$ cat src/rtl/rosc_timer_seq.sv
`default_nettype none
// ============================================================================
//  Module   : rosc_timer_seq
//  Purpose  : Measurement sequencer for the ring-oscillator timer. Issues
//             stretched clear/start/stop pulses around a programmable gate
//             window, then captures the timer's asynchronous elapsed count
//             through a 2-flop synchronizer plus a stability filter and
//             hands the result to the host on a valid/ready handshake.
//  Ports    :
//    clk           in   system clock
//    rst           in   synchronous active-high reset
//    go            in   start one measurement (honoured in IDLE only)
//    gate_len[16]  in   gate window in clk cycles (0 treated as 1)
//    busy          out  high whenever the sequencer is not idle
//    timer_clear   out  registered clear pulse to the timer
//    timer_start   out  registered start pulse to the timer
//    timer_stop    out  registered stop pulse to the timer
//    timer_count   in   timer elapsed count (asynchronous to clk)
//    result[32]    out  accepted count
//    result_err    out  count taken on settle timeout, not on stability
//    result_valid  out  result available
//    result_ready  in   consumer accepts result
//  Revision : 1.0  initial release
// ============================================================================
module rosc_timer_seq #(
  parameter int HOLD_CYCLES  = 4,
  parameter int STABLE_READS = 2,
  parameter int SETTLE_MAX   = 64
) (
  input  logic        clk,
  input  logic        rst,
  input  logic        go,
  input  logic [15:0] gate_len,
  output logic        busy,
  output logic        timer_clear,
  output logic        timer_start,
  output logic        timer_stop,
  input  logic [31:0] timer_count,
  output logic [31:0] result,
  output logic        result_err,
  output logic        result_valid,
  input  logic        result_ready
);

  // --------------------------------------------------------------------------
  // Counter widths and terminal values
  // --------------------------------------------------------------------------
  localparam int HOLD_W = $clog2(HOLD_CYCLES + 1);
  localparam int STAB_W = $clog2(STABLE_READS + 1);
  localparam int SETL_W = $clog2(SETTLE_MAX + 1);

  localparam logic [HOLD_W-1:0] HOLD_LAST = HOLD_W'(HOLD_CYCLES - 1);
  localparam logic [HOLD_W-1:0] HOLD_SAT  = {HOLD_W{1'b1}};
  localparam logic [STAB_W-1:0] STAB_TGT  = STAB_W'(STABLE_READS);
  localparam logic [STAB_W-1:0] STAB_SAT  = {STAB_W{1'b1}};
  localparam logic [SETL_W-1:0] SETL_TGT  = SETL_W'(SETTLE_MAX);
  localparam logic [SETL_W-1:0] SETL_SAT  = {SETL_W{1'b1}};

  typedef enum logic [2:0] {
    ST_IDLE   = 3'd0,
    ST_CLEAR  = 3'd1,
    ST_START  = 3'd2,
    ST_GATE   = 3'd3,
    ST_STOP   = 3'd4,
    ST_SETTLE = 3'd5,
    ST_DONE   = 3'd6
  } state_t;

  state_t              state;
  logic [HOLD_W-1:0]   hold_cnt;
  logic [15:0]         gate_cnt;
  logic [STAB_W-1:0]   stable_cnt;
  logic [SETL_W-1:0]   settle_cnt;

  // Synchronizer chain: sync1 is the metastability flop, sync_q the first
  // usable sample, prev_q the sample one cycle older for the stability test.
  logic [31:0]         sync1;
  logic [31:0]         sync_q;
  logic [31:0]         prev_q;

  // --------------------------------------------------------------------------
  // Next values of the SETTLE counters. The capture decision is taken on the
  // incremented value so that the result lands the cycle after the final
  // qualifying comparison.
  // --------------------------------------------------------------------------
  logic                stable_eq;
  logic [STAB_W-1:0]   stable_nxt;
  logic [SETL_W-1:0]   settle_nxt;
  logic                stable_hit;
  logic                settle_hit;
  logic                hold_done;

  always_comb begin
    stable_eq  = (sync_q == prev_q);
    stable_nxt = '0;
    if (stable_eq) begin
      stable_nxt = (stable_cnt == STAB_SAT) ? stable_cnt : stable_cnt + STAB_W'(1);
    end
    settle_nxt = (settle_cnt == SETL_SAT) ? settle_cnt : settle_cnt + SETL_W'(1);
    stable_hit = (stable_nxt >= STAB_TGT);
    settle_hit = (settle_nxt >= SETL_TGT);
    hold_done  = (hold_cnt == HOLD_LAST);
  end

  // --------------------------------------------------------------------------
  // Sequencer. All outputs are registered here alongside the state so that
  // every timer control comes straight from a flop.
  // --------------------------------------------------------------------------
  always_ff @(posedge clk) begin
    if (rst) begin
      state        <= ST_IDLE;
      hold_cnt     <= '0;
      gate_cnt     <= '0;
      stable_cnt   <= '0;
      settle_cnt   <= '0;
      sync1        <= '0;
      sync_q       <= '0;
      prev_q       <= '0;
      busy         <= 1'b0;
      timer_clear  <= 1'b0;
      timer_start  <= 1'b0;
      timer_stop   <= 1'b0;
      result       <= '0;
      result_err   <= 1'b0;
      result_valid <= 1'b0;
    end else begin
      sync1  <= timer_count;
      sync_q <= sync1;
      prev_q <= sync_q;

      case (state)
        ST_IDLE: begin
          if (go) begin
            // A zero-length gate would never terminate the countdown.
            gate_cnt    <= (gate_len == 16'd0) ? 16'd1 : gate_len;
            hold_cnt    <= '0;
            timer_clear <= 1'b1;
            busy        <= 1'b1;
            state       <= ST_CLEAR;
          end
        end

        ST_CLEAR: begin
          if (hold_done) begin
            hold_cnt    <= '0;
            timer_clear <= 1'b0;
            timer_start <= 1'b1;
            state       <= ST_START;
          end else if (hold_cnt != HOLD_SAT) begin
            hold_cnt <= hold_cnt + HOLD_W'(1);
          end
        end

        ST_START: begin
          if (hold_done) begin
            hold_cnt    <= '0;
            timer_start <= 1'b0;
            state       <= ST_GATE;
          end else if (hold_cnt != HOLD_SAT) begin
            hold_cnt <= hold_cnt + HOLD_W'(1);
          end
        end

        ST_GATE: begin
          if (gate_cnt <= 16'd1) begin
            hold_cnt   <= '0;
            timer_stop <= 1'b1;
            state      <= ST_STOP;
          end else begin
            gate_cnt <= gate_cnt - 16'd1;
          end
        end

        ST_STOP: begin
          if (hold_done) begin
            hold_cnt   <= '0;
            timer_stop <= 1'b0;
            stable_cnt <= '0;
            settle_cnt <= '0;
            state      <= ST_SETTLE;
          end else if (hold_cnt != HOLD_SAT) begin
            hold_cnt <= hold_cnt + HOLD_W'(1);
          end
        end

        ST_SETTLE: begin
          stable_cnt <= stable_nxt;
          settle_cnt <= settle_nxt;
          // Stability is checked first so a simultaneous timeout still
          // reports a clean result.
          if (stable_hit) begin
            result       <= sync_q;
            result_err   <= 1'b0;
            result_valid <= 1'b1;
            state        <= ST_DONE;
          end else if (settle_hit) begin
            result       <= sync_q;
            result_err   <= 1'b1;
            result_valid <= 1'b1;
            state        <= ST_DONE;
          end
        end

        ST_DONE: begin
          if (result_ready) begin
            result_valid <= 1'b0;
            busy         <= 1'b0;
            state        <= ST_IDLE;
          end
        end

        default: begin
          timer_clear  <= 1'b0;
          timer_start  <= 1'b0;
          timer_stop   <= 1'b0;
          result_valid <= 1'b0;
          busy         <= 1'b0;
          state        <= ST_IDLE;
        end
      endcase
    end
  end

  // --------------------------------------------------------------------------
  // Structural invariants
  // --------------------------------------------------------------------------
  a_ctrl_onehot0 : assert property (@(posedge clk) disable iff (rst)
    $onehot0({timer_clear, timer_start, timer_stop}));

  a_valid_busy : assert property (@(posedge clk) disable iff (rst)
    result_valid |-> busy);

endmodule
`default_nettype wire

$ cat config.mk
export PLATFORM = sky130hd
export DESIGN_NAME = rosc_timer_seq
export DESIGN_NICKNAME = d
export VERILOG_FILES = /design/src/rtl/rosc_timer_seq.sv
export SDC_FILE = /design/constraint.sdc
export NUM_CORES = 1
export LEC_CHECK = 0
export BUFFER_PORTS_ARGS = -buffer_cell sky130_fd_sc_hd__buf_2
export CAP_MARGIN = 5
export CORE_ASPECT_RATIO = 2
export CORE_UTILIZATION = 61
export DETAILED_ROUTE_END_ITERATION = 8
export PLACE_DENSITY_LB_ADDON = 0.3
export SLEW_MARGIN = 20
export SYNTH_ARGS = -nofsm -noshare
export SYNTH_HDL_FRONTEND = slang
export SYNTH_SLANG_ARGS = --single-unit
$ cat constraint.sdc
create_clock -name clk -period 5.93 [get_ports clk]
set_clock_uncertainty 0.15 [all_clocks]
set_input_delay 0.8895 -clock clk [delete_from_list [all_inputs] [get_ports clk]]
set_output_delay 0.8895 -clock clk [all_outputs]
set_load 0.01 [all_outputs]
; ---- After elaboration in Yosys (flattened, before gate mapping)
; Index checks and enable logic that the tools add are counted.
[classes]
n_addsub = 4
n_lt_le_gt_ge = 3
eq_ne = 20
mux = 40
bitwise_logic = 5
reduce_logical = 22
[ops]
columns = operator, n
row1 = $mux 32, 2
row2 = $mux 16, 3
row3 = $mux 3, 12
row4 = $eq 32x32->1, 1
row5 = $pmux 16 s2, 1
row6 = $reduce_or 5->1, 5
row7 = $pmux 3 s7, 1
row8 = $reduce_and 3->1, 6
row9 = $le 16x1->1 const B, 1
row10 = $logic_not 16->1, 1
row11 = $sub 16x1->16 const B, 1
row12 = $pmux 1 s3, 5
row13 = $mux 7, 2
row14 = $ne 2x2->1 const B, 7
row15 = $pmux 7 s2, 1
row16 = $eq 3x2->1 const B, 3
row17 = $eq 3x3->1 const B, 3
row18 = $pmux 3 s3, 1
row19 = $mux 1, 8
row20 = $add 7x1->7 const B, 1
row21 = $eq 7x7->1 const B, 1
row22 = $ge 7x7->1 const B, 1
row23 = $reduce_and 7->1, 1
row24 = $mux 2, 3
row25 = 15 further kinds, 23
[word_totals]
ff_bits = 165
input_bits = 52
out_inout_bits = 38
elab_cells = 109

; ---- Longest topological paths before layout
; Gate-level depths: netlist (run 1).
[logic_depth]
depth_word = 6
ltp_mapped = 9
ltp_nobuf = 8

; ---- Least setup slack after synthesis (run 1)
; OpenSTA, ideal clock, no wires.
[synth_timing]
kind = input to register
start = input port rst
end = register state[1]
arrival_time_ps = 1951
setup_slack_ps = 3699
cell_stages = 6
path_cell_list = clkbuf_1 > clkbuf_1 > clkbuf_1 > inv_1 > o211ai_1 > o41ai_1
[synth_lines]
columns = element, line_no
row1 = from (decl), 31  ; input logic rst,
row2 = to (signal assigned), 111  ; state <= ST_IDLE;
row3 = to (signal assigned), 139  ; state <= ST_CLEAR;
row4 = to (signal assigned), 148  ; state <= ST_START;
row5 = to (decl), 69  ; state_t state;

; ---- Final worst setup path (run 1)
[layout_timing]
start = register state[1]
end = register result[2]
[layout_via]
elab_chain_cells = 2
[layout_rtl]
columns = element, line_no
row1 = $eq 3x3->1, 131  ; case (state)
row2 = $reduce_and 2->1 (no source line), n/a
row3 = to (signal assigned), 192  ; result <= sync_q;
row4 = to (signal assigned), 197  ; result <= sync_q;
row5 = to (decl), 39  ; output logic [31:0] result,
; No other way between the ends.
; A chain may end at the register's enable or synchronous reset.

==> implementation parameters, run 1 <==
Parameter                              Value

Synth
  Post-synth top area cell    sky130_fd_sc_hd__dfxtp_1
  Count of yosys warnings during synthesis    0
  Most numerous cell in the Yosys netlist    sky130_fd_sc_hd__dfxtp_1
  Async set or reset register ratio after synthesis    0%
  Dominant cells by area after synthesis    sky130_fd_sc_hd__dfxtp_1, sky130_fd_sc_hd__nor2b_1, sky130_fd_sc_hd__mux2_4
  Primary FF master, synth    sky130_fd_sc_hd__dfxtp_1
  Leading cell types by count after synthesis    sky130_fd_sc_hd__dfxtp_1, sky130_fd_sc_hd__nor2b_1, sky130_fd_sc_hd__nor2_1, sky130_fd_sc_hd__a21oi_1, sky130_fd_sc_hd__mux2_4
  Flop and latch count out of synthesis    between 150 and 200
  Share of synthesized area occupied by flip-flops and latches    slightly above 50%
  Number of instances in the synthesized netlist    ~650
  Syn Std Cell Area    approximately 6600 µm²
  Post-synthesis net count    slightly above 700
  Synth Area per Inst    about 10 µm²
  Post-synth EDFFs    0
  Distinct cells, synth    57
  Post-synth top area share    50.4%

Clock network
  Post-CTS Hold Fix Bufs    0
  Depth of the CTS H-tree    4
  Setup repair bufs after CTS    0
  Clock sink total    between 150 and 200
  Clk buf depth    2
  Number of buffers created by CTS    17
  Clock-pin slew reported for the worst setup and hold paths after clock tree synthesis    0.06 ns
  Clock latency at the later pin of the worst-skew pair    ~0.42 ns
  CTS tree    yes
  CTS-repair resized insts    0
  Clock root buffer    sky130_fd_sc_hd__clkbuf_16

STA
  Setup TNS    0 ns
  Worst hold slack after final layout    0.284 ns
  Final slew viol count    0
  Slew @ Worst Pin    ~0.8 ns
  Fmax    0.342 GHz
  RSZ-0062 raised after global routing    false
  Endpoints failing hold    0
  Minimum period implied by the final worst setup slack    2.92 ns
  Tightest slew margin relative to the limit    46.8%
  Final setup viols    0
  Crit share post-route    approximately 49%

Run status
  Result of the run    complete, no violations

GRT
  Initial antenna violation count    0
  Overflow left after global routing    0
  First-pass GRT wire length    approximately 22000 µm
  Via count of the first global-routing pass    between 4000 and 5000
  Largest net degree at the start of global routing    116
  GRT Resource Usage Total    around 26%

Power
  Clock network fraction of total power    between 40% and 50%
  Peak VDD IR    approximately 0.24 mV
  Comb pwr share    8.0%
  Switching power    approximately 0.6 mW
  Static Leakage    approximately 3.3 nW
  Total internal power    1.84 mW
  Proportion of power drawn by flip-flops and latches    between 40% and 50%
  Switching Share    24.2%
  Power per Cell Area    roughly 320 nW/µm²

Routing
  Post-detailed-routing wire length    between 10000 and 15000 µm
  DRT iter0 DRCs    roughly 240
  Via density per instance    roughly 5.4
  First-pass iteration count of the detailed router    4
  Drt drc    0
  Post-detailed-route count of antenna-violating nets    0
  Avg WL per Cell    around 15 µm
  DR vias    between 4000 and 5000

Floorplan
  Area of the core region    approximately 10000 µm²
  Full die area    between 10000 and 15000 µm²
  # rows    between 50 and 60
  Die span in y    149 µm
  Initial standard-cell utilization of the core    62.6%
  Overall die width    around 75 µm
  I/O pin count    90

Critical path
  Critical path launch point type    register
  Category of the most critical setup path    register to register
  Worst Setup End Kind    register
  Setup slack on the worst flop-to-flop path    around 3 ns
  Data arrival time of the critical path    3.08 ns
  Maximum fanout encountered on the critical timing path    32
  Critical path data required time    slightly above 6 ns

Cells and area
  Reg area    3300 µm²
  Fraction of final layout cells sized beyond drive strength 1    between 20 and 25%
  Fillcell total    799
  Count of placed standard cells in the final layout, fillers left out    877
  Fin nets    783
  Area used by multi-input combinational logic    roughly 3000 µm²
  Synthesis-to-layout area growth    16.1%
  Antenna Cells    0

Place
  Number of port buffers    89
  Post-DP HPWL    9040 µm
  Routability Congestion    between 0.8 and 0.9
  Placed cell count    between 800 and 900

Run
  MaxCap Viol Count    0

Min path
  Min-Delay Path Class    register to register
layout make-up:
type                            count  area share (%)
Clock buffer                       19            5.95
Clock inverter                     13            1.61
Inverter                            5           0.246
Multi-Input combinational cell    446            40.3
Sequential cell                   165            43.4
Tap cell                          137            2.25
Timing Repair Buffer               92            6.23
worst paths after layout:
path                  start    endpoint  cells after the start
setup / recovery   state[1]   result[2]                      6
hold / removal    sync1[31]  sync_q[31]                      1
setup reg to reg   state[1]   result[2]                      6
hold reg to reg   sync1[31]  sync_q[31]                      1
per-stage QoR:
stage | area [µm²] | utilization, % | total power [mW] | setup WS, ns
final | 7610 | 72.7 | 2.42 | 3.01
after global routing | 7610 | 72.7 | 2.51 | 2.83
after CTS | 7600 | 72.6 | 2.44 | 2.93
after detailed placement | 7030 | 67.1 | 1.39 | 2.90
after global placement | 7030 | 67.1 | 1.38 | 2.96
after floorplan | 6560 | - | 1.34 | 3.70
power by group through the flow:
stage,registers (mW),clock network (mW),logic [mW]
floorplan,1.19,0,0.144
global placement,1.20,0,0.184
detailed placement,1.20,0,0.191
CTS,1.18,1.07,0.193
global route,1.18,1.12,0.214
finish,1.18,1.05,0.193
sequential cells by signal, indices dropped and copies added (netlist names):
register	count
hold_cnt	3
result_valid	1
timer_stop	1
timer_clear	1
sync_q	32
sync1	32
busy	1
result	32
gate_cnt	16
settle_cnt	7
timer_start	1
prev_q	32
stable_cnt	2
result_err	1
state	3
logic make-up (layout without fill, tap and decap cells):
logic type / after synthesis / after routing / synth area share, %
xor gates and xnor gates: 33 / 33 / 4.41
buffers and inverters: 41 / 129 / 2.94
adders and majority gates: 4 / 4 / 0.763
muxes: 38 / 38 / 8.11
and+or+nand+nor: 276 / 276 / 24.3
AOI/OAI and AO/OA: 95 / 95 / 9.12
DFF: 165 / 165 / 50.4
layout by cell type (no fill, tap or decap), types with 4 or more instances in the layout:
cell / count
sky130_fd_sc_hd__dfxtp_1: 165
sky130_fd_sc_hd__nor2b_1: 131
sky130_fd_sc_hd__buf_2: 88
sky130_fd_sc_hd__nor2_1: 41
sky130_fd_sc_hd__a21oi_1: 39
sky130_fd_sc_hd__mux2_4: 29
sky130_fd_sc_hd__xor2_1: 25
sky130_fd_sc_hd__o21ai_0: 24
sky130_fd_sc_hd__nand2_1: 22
sky130_fd_sc_hd__clkbuf_16: 17
sky130_fd_sc_hd__nor4_1: 14
sky130_fd_sc_hd__nand2b_1: 10
sky130_fd_sc_hd__nor3_1: 10
sky130_fd_sc_hd__or2_2: 10
sky130_fd_sc_hd__xnor2_1: 8
sky130_fd_sc_hd__nand3_1: 7
sky130_fd_sc_hd__a211oi_1: 6
sky130_fd_sc_hd__inv_1: 5
sky130_fd_sc_hd__nand4_1: 5
sky130_fd_sc_hd__a31oi_1: 5
sky130_fd_sc_hd__a22oi_1: 5
sky130_fd_sc_hd__mux2_2: 5
sky130_fd_sc_hd__and2_1: 4
sky130_fd_sc_hd__mux2i_1: 4
sky130_fd_sc_hd__nor3b_1: 4
sky130_fd_sc_hd__ha_1: 4
sky130_fd_sc_hd__inv_6: 4
sky130_fd_sc_hd__clkinvlp_4: 4
worst max-delay path, cell delays in order (launching register included):
cell and delay (ns):
sky130_fd_sc_hd__dfxtp_1 0.72, sky130_fd_sc_hd__and2b_1 0.30, sky130_fd_sc_hd__and2_0 0.28, sky130_fd_sc_hd__and2_1 0.24, sky130_fd_sc_hd__a31oi_4 0.16, sky130_fd_sc_hd__buf_4 0.53, sky130_fd_sc_hd__mux2_2 0.41
metal layers:
| layer | vias to the layer above | routed length, µm | GRT usage [%] |
|---|---|---|---|
| met4 | 0 | 409 | 11.4 |
| met2 | 111 | 7550 | 46.8 |
| met5 | - | 0 | 0 |
| li1 | 2340 | - | - |
| met1 | 2231 | 5090 | 26.9 |
| met3 | 34 | 452 | 5.89 |
Note: power is estimated with default switching activity, not from simulation.
==> run 2: changes to the inputs <==
--- a/config.mk
+++ b/config.mk
@@ -8,7 +8,7 @@
 export BUFFER_PORTS_ARGS = -buffer_cell sky130_fd_sc_hd__buf_2
 export CAP_MARGIN = 5
 export CORE_ASPECT_RATIO = 2
-export CORE_UTILIZATION = 61
+export CORE_UTILIZATION = 57
 export DETAILED_ROUTE_END_ITERATION = 8
 export PLACE_DENSITY_LB_ADDON = 0.3
 export SLEW_MARGIN = 20
==> constraint.sdc (replaced) <==
create_clock -name clk -period 3 [get_ports clk]
set_clock_uncertainty 0.15 [all_clocks]
set_input_delay 0.45 -clock clk [delete_from_list [all_inputs] [get_ports clk]]
set_output_delay 0.45 -clock clk [all_outputs]
set_load 0.01 [all_outputs]
==> implementation parameters, run 2 (synthesized netlist as in run 1, its figures left out) <==
Parameter                              Value

STA
  Crit share post-route    84.1% (+35 points)
  RSZ-0062 raised after global routing    false
  Final setup viols    0 (unchanged)
  Setup TNS    0 ns (unchanged)
  Minimum period implied by the final worst setup slack    2.52 ns (-0.401 ns)
  Final slew viol count    0 (unchanged)
  Tightest slew margin relative to the limit    41.3% (-5.4 points)
  Fmax    0.396 GHz (+16%)
  Slew @ Worst Pin    0.880 ns (+0.0815 ns)
  Endpoints failing hold    0 (unchanged)

Clock network
  Number of buffers created by CTS    17 (unchanged)
  Clock-pin slew reported for the worst setup and hold paths after clock tree synthesis    0.07 ns (about the same)
  CTS tree    yes
  Post-CTS Hold Fix Bufs    0 (unchanged)
  Clk buf depth    2 (unchanged)
  CTS-repair resized insts    0 (unchanged)
  Clock sink total    165 (unchanged)
  Setup repair bufs after CTS    0 (unchanged)
  Depth of the CTS H-tree    4 (unchanged)
  Clock latency at the later pin of the worst-skew pair    0.41 ns (about the same)
  Clock root buffer    sky130_fd_sc_hd__clkbuf_16

Cells and area
  Fillcell total    889 (+11%)
  Synthesis-to-layout area growth    18.0%
  Antenna Cells    0 (unchanged)
  Fraction of final layout cells sized beyond drive strength 1    25.3% (+1.0 points)
  Finished layout cell area    7740 µm² (+1.6%)
  Most common library cell in the layout ignoring fill and taps    sky130_fd_sc_hd__dfxtp_1
  Commonest cells after routing, fill and taps aside    sky130_fd_sc_hd__dfxtp_1, sky130_fd_sc_hd__nor2b_1, sky130_fd_sc_hd__buf_2
  Fin nets    793 (+1.3%)
  Share of the core filled with cells    68.6% (-4.1 points)

Routing
  Drt drc    0 (unchanged)
  Via density per instance    5.22 (-3.0%)
  Post-detailed-routing wire length    13200 µm (-2.6%)
  First-pass iteration count of the detailed router    4 (unchanged)
  Wire length the detailed router placed on met1    4980 µm (-2.3%)
  DR vias    4653 (-1.3%)
  Uppermost layer routed    met4
  Total length of routed met3 wires    446 µm (-1.3%)
  Post-detailed-route count of antenna-violating nets    0 (unchanged)
  Avg WL per Cell    14.7 µm (-4.3%)
  Routed length on met2    7480 µm (-0.94%)
  DRT iter0 DRCs    141 (-42%)

Floorplan
  Initial standard-cell utilization of the core    58.1% (-4.5 points)
  # rows    55 (+3.8%)
  Full die area    12000 µm² (+6.9%)
  Overall die width    77.9 µm (+3.4%)
  I/O pin count    90 (unchanged)
  Area of the core region    11300 µm² (+7.7%)
  Die span in y    154 µm (+3.4%)

Place
  Number of port buffers    89 (unchanged)
  Cell area after placement    7150 µm² (+1.7%)
  Post-DP HPWL    9340 µm (+3.3%)
  Routability Congestion    0.844 (-1.1%)

GRT
  Via count of the first global-routing pass    4746 (+2.0%)
  GRT Resource Usage Total    23.5% (-2.3 points)
  Largest net degree at the start of global routing    55 (-53%)
  Initial antenna violation count    0 (unchanged)
  Overflow left after global routing    0 (unchanged)
  First-pass GRT wire length    21800 µm (+0.93%)

Critical path
  Worst Setup End Kind    register
  Maximum fanout encountered on the critical timing path    5 (-84%)
  Worst reg2reg path startpoint    gate_cnt[1]
  Sequence of cells on the critical path    inv_1 -> ha_1 -> nor2_1 -> nor4_1 -> and3_4 -> o21ai_1 -> nor4b_1 -> o31a_1
  Category of the most critical setup path    register to register
  Setup slack on the worst flop-to-flop path    0.48 ns (-2.53 ns)
  Highest cell delay on the worst timing path    0.59 ns (-0.13 ns)
  CP startpoint    gate_cnt[1]
  Data arrival time of the critical path    2.73 ns (-0.35 ns)
  Slowest library cell on the worst path    sky130_fd_sc_hd__nor4_1
  Critical path launch point type    register
  Critical path data required time    3.21 ns (-2.87 ns)

Power
  Static Leakage    3.42 nW (+2.2%)
  Power per Cell Area    629 nW/µm² (+98%)
  Peak VDD IR    0.566 mV (+130%)

Min path
  Min-Delay Path Class    input pin to register
  Hold Crit Start    timer_count[23]

Run
  MaxCap Viol Count    0 (unchanged)

Run status
  Result of the run    complete, no violations
-- run 2: cell count changes in the layout (fill, tap and decap cells not counted) --
| cell | before | now |
|---|---|---|
| sky130_fd_sc_hd__clkbuf_8 | 2 | 0 |
| sky130_fd_sc_hd__o21bai_2 | 0 | 1 |
| sky130_fd_sc_hd__clkinv_4 | 2 | 3 |
| sky130_fd_sc_hd__inv_6 | 4 | 5 |
| sky130_fd_sc_hd__buf_12 | 0 | 3 |
| sky130_fd_sc_hd__buf_6 | 1 | 0 |
| sky130_fd_sc_hd__inv_8 | 0 | 1 |
| sky130_fd_sc_hd__buf_4 | 3 | 11 |
| sky130_fd_sc_hd__bufinv_16 | 1 | 2 |
| sky130_fd_sc_hd__o21bai_4 | 1 | 0 |
| sky130_fd_sc_hd__clkinvlp_4 | 4 | 2 |
-- run 2: through the flow --
stage          hold slack [ns]  power, mW  setup WS (ns)  cells
6_report                0.0895       4.87          0.478    892
5_1_grt                 0.0704       5.06          0.420    892
4_1_cts                 0.0718       4.92          0.496    892
3_5_place_dp             0.272       2.77          0.528    860
3_3_place_gp             0.267       2.76          0.641    860
2_1_floorplan            0.264       2.64          0.884    652
-- run 2: path summary, 6_finish.rpt --
path / to / cells past startpoint
max reg2reg: state[0] / 8
min reg2reg: sync_q[4] / 1
min: sync1[23] / 2
max: state[0] / 8
-- run 2: layout make-up --
class | count | area, µm² | area share, %
repair buffers | 102 | 583 | 7.53
multi-input cells | 446 | 3060 | 39.6
clock inverters | 15 | 166 | 2.15
clock buffers | 17 | 425 | 5.50
inverters | 5 | 18.8 | 0.243
well taps | 142 | 178 | 2.30
flip-flops and latches | 165 | 3300 | 42.7
-- run 2: per-layer routing --
layer  vias up  track usage (%)
met4         0             9.61
li1       2360                -
met2       103             45.5
met1      2172             23.1
met3        18             5.46
met5         -                0
-- run 2: report_power, final --
part           switching, mW  internal, mW  total (mW)
clock                  0.900          1.24        2.14
sequential            0.0483          2.27        2.32
combinational          0.224         0.180       0.404
total                   1.17          3.70        4.87
-- run 2: worst max-delay path: cells and delay by family (launching register included) --
family,cells,cell delay [ns]
AND/OR/NAND/NOR,4,1.38
flip-flops,1,0.34
AO/OA/AOI/OAI,2,0.27
buffers and inverters,1,0.11
adder cells (fa/ha/maj),1,0.23
==> run 3: changes to the inputs <==
--- a/config.mk
+++ b/config.mk
@@ -8,7 +8,7 @@
 export BUFFER_PORTS_ARGS = -buffer_cell sky130_fd_sc_hd__buf_2
 export CAP_MARGIN = 5
 export CORE_ASPECT_RATIO = 2
-export CORE_UTILIZATION = 57
+export CORE_UTILIZATION = 51
 export DETAILED_ROUTE_END_ITERATION = 8
 export PLACE_DENSITY_LB_ADDON = 0.3
 export SLEW_MARGIN = 20
==> constraint.sdc (replaced) <==
create_clock -name clk -period 2.1 [get_ports clk]
set_clock_uncertainty 0.15 [all_clocks]
set_input_delay 0.315 -clock clk [delete_from_list [all_inputs] [get_ports clk]]
set_output_delay 0.315 -clock clk [all_outputs]
set_load 0.01 [all_outputs]
==> implementation parameters, run 3 (synthesized netlist as in run 1, its figures left out) <==
Parameter                              Value

Critical path
  Sequence of cells on the critical path    xor2_1 -> nor4_1 -> buf_4 -> nand4_1 -> nor3_4 -> a31oi_4 -> buf_12 -> mux2_4
  Worst Setup End Kind    register
  Critical path data required time    2.25 ns (-0.96 ns)
  Slowest library cell on the worst path    sky130_fd_sc_hd__dfxtp_2
  Data arrival time of the critical path    2.35 ns (-0.38 ns)
  Maximum fanout encountered on the critical timing path    17 (+12)
  Category of the most critical setup path    register to register
  Critical path launch point type    register
  Highest cell delay on the worst timing path    0.32 ns (-0.27 ns)

Routing
  Post-detailed-route count of antenna-violating nets    0 (unchanged)
  First-pass iteration count of the detailed router    4 (unchanged)
  Drt drc    0 (unchanged)
  Post-detailed-routing wire length    15200 µm (+16%)
  Avg WL per Cell    15.7 µm (+6.7%)
  DRT iter0 DRCs    168 (+19%)
  DR vias    4983 (+7.1%)
  Via density per instance    5.15 (-1.2%)

Power
  Power consumption    7.42 mW (+52%)
  Comb pwr share    11.8% (+3.5 points)
  Proportion of power drawn by flip-flops and latches    44.7% (-2.9 points)
  Switching Share    24.5% (+0.41 points)
  Static Leakage    3.81 nW (+11%)
  Switching power    1.82 mW (+55%)
  Peak VDD IR    0.773 mV (+37%)
  Total internal power    5.60 mW (+52%)
  Power per Cell Area    858 nW/µm² (+36%)
  Clock network fraction of total power    43.5% (-0.6 points)

Floorplan
  Full die area    13300 µm² (+12%)
  I/O pin count    90 (unchanged)
  Overall die width    82.2 µm (+5.6%)
  Initial standard-cell utilization of the core    52.3% (-5.9 points)
  # rows    58 (+5.5%)
  Die span in y    162 µm (+5.6%)
  Area of the core region    12600 µm² (+11%)

Clock network
  CTS tree    yes
  Number of buffers created by CTS    17 (unchanged)
  Depth of the CTS H-tree    4 (unchanged)
  Clock sink total    165 (unchanged)
  Clock-pin slew reported for the worst setup and hold paths after clock tree synthesis    0.07 ns (about the same)
  Clk buf depth    2 (unchanged)
  Clock root buffer    sky130_fd_sc_hd__clkbuf_16
  Clock latency at the later pin of the worst-skew pair    0.41 ns (about the same)

GRT
  GRT Resource Usage Total    22.5% (-0.94 points)
  Overflow left after global routing    0 (unchanged)
  Via count of the first global-routing pass    5004 (+5.4%)
  Initial antenna violation count    0 (unchanged)
  Largest net degree at the start of global routing    48 (-13%)
  First-pass GRT wire length    22800 µm (+4.4%)

Place
  Number of port buffers    89 (unchanged)
  Minimum setup slack after placement    -0.142 ns (-0.670 ns)
  Routability Congestion    0.840 (-0.57%)
  Post-DP HPWL    9960 µm (+6.6%)

STA
  Fmax    0.454 GHz (+15%)
  Final setup viols    48 (+48)
  Final slew viol count    0 (unchanged)
  Minimum period implied by the final worst setup slack    2.20 ns (-0.321 ns)
  Crit share post-route    105% (+21 points)
  RSZ-0062 raised after global routing    true
  Tightest slew margin relative to the limit    66.0% (+25 points)
  Slew @ Worst Pin    0.509 ns (-0.371 ns)
  Worst Setup Slack, final    -0.101 ns (-0.579 ns)
  Setup TNS    -3.14 ns (-3.14 ns)
  Endpoints failing hold    0 (unchanged)

Cells and area
  Commonest cells after routing, fill and taps aside    sky130_fd_sc_hd__dfxtp_1, sky130_fd_sc_hd__nor2b_1, sky130_fd_sc_hd__buf_2
  Fin nets    860 (+8.4%)
  Fillcell total    957 (+7.6%)
  Synthesis-to-layout area growth    31.8%
  Fraction of final layout cells sized beyond drive strength 1    32.7% (+7.3 points)
  Most common library cell in the layout ignoring fill and taps    sky130_fd_sc_hd__dfxtp_1
  Antenna Cells    0 (unchanged)

Min path
  Min-Delay Path Class    input pin to register

Run
  MaxCap Viol Count    0 (unchanged)

Run status
  Failing checks    setup timing
  Result of the run    complete, but fails checks
## run 3: final timing paths
path | from | to | slack (ns) | cells after the start
setup / recovery | sync_q[17] | result[12] | -0.10 | 8
hold / removal | timer_count[6] | sync1[6] | 0.008 | 2
setup reg to reg | sync_q[17] | result[12] | -0.10 | 8
hold reg to reg | sync1[9] | sync_q[9] | 0.29 | 1
## run 3: area by class of cell
type	instances	area [µm²]	share of cell area, %
clock buffers	18	429	4.96
clock inverters	14	186	2.16
inverters	5	18.8	0.217
multi-input cells	446	3280	37.9
flip-flops and latches	165	3310	38.3
well taps	150	188	2.17
repair buffers	169	1240	14.3
## run 3: routing by layer
metal  vias up  track usage [%]  part of all wire [%]
met2       125             42.8                    57
met1      2332             23.1                    38
met3        27             4.09                   3.0
li1       2499                -                     -
met4         0             8.69                   2.2
met5         -                0                     0
## run 3: repair_timing
item / 4_1_cts / 5_1_grt
pin swaps: 6 / 13
resized for setup: 11 / 52
cloned: 0 / 3
hold buffers: 29 / 0
buffers inserted: 1 / 2
hold endpoints to repair: 29 / 0
setup endpoints to repair: 43 / 55
## run 3: worst max-delay path: cells and delay by family (launching register included)
kind,cells,cell delay [ns]
AO/OA/AOI/OAI,1,0.16
XOR/XNOR,1,0.16
buffers and inverters,2,0.35
flip-flops,1,0.32
AND/OR/NAND/NOR,3,0.64
multiplexers,1,0.30
## run 3: stage by stage
| stage | instance area [µm²] | instances | hold WS (ns) | util (%) |
|---|---|---|---|---|
| after floorplan | 6560 | 652 | 0.264 | - |
| after global placement | 7440 | 900 | 0.268 | 59.2 |
| after detailed placement | 7440 | 900 | 0.276 | 59.2 |
| after CTS | 8400 | 962 | 0.00469 | 66.9 |
| after global routing | 8650 | 967 | 0.00448 | 68.9 |
| final | 8650 | 967 | 0.00780 | 68.9 |
## run 3: power by group through the flow
| stage | clock network, mW | logic, mW | registers, mW |
|---|---|---|---|
| floorplan | 0 | 0.407 | 3.37 |
| global placement | 0 | 0.683 | 3.37 |
| detailed placement | 0 | 0.695 | 3.38 |
| CTS | 3.28 | 0.770 | 3.31 |
| global route | 3.42 | 0.943 | 3.33 |
| finish | 3.23 | 0.874 | 3.32 |
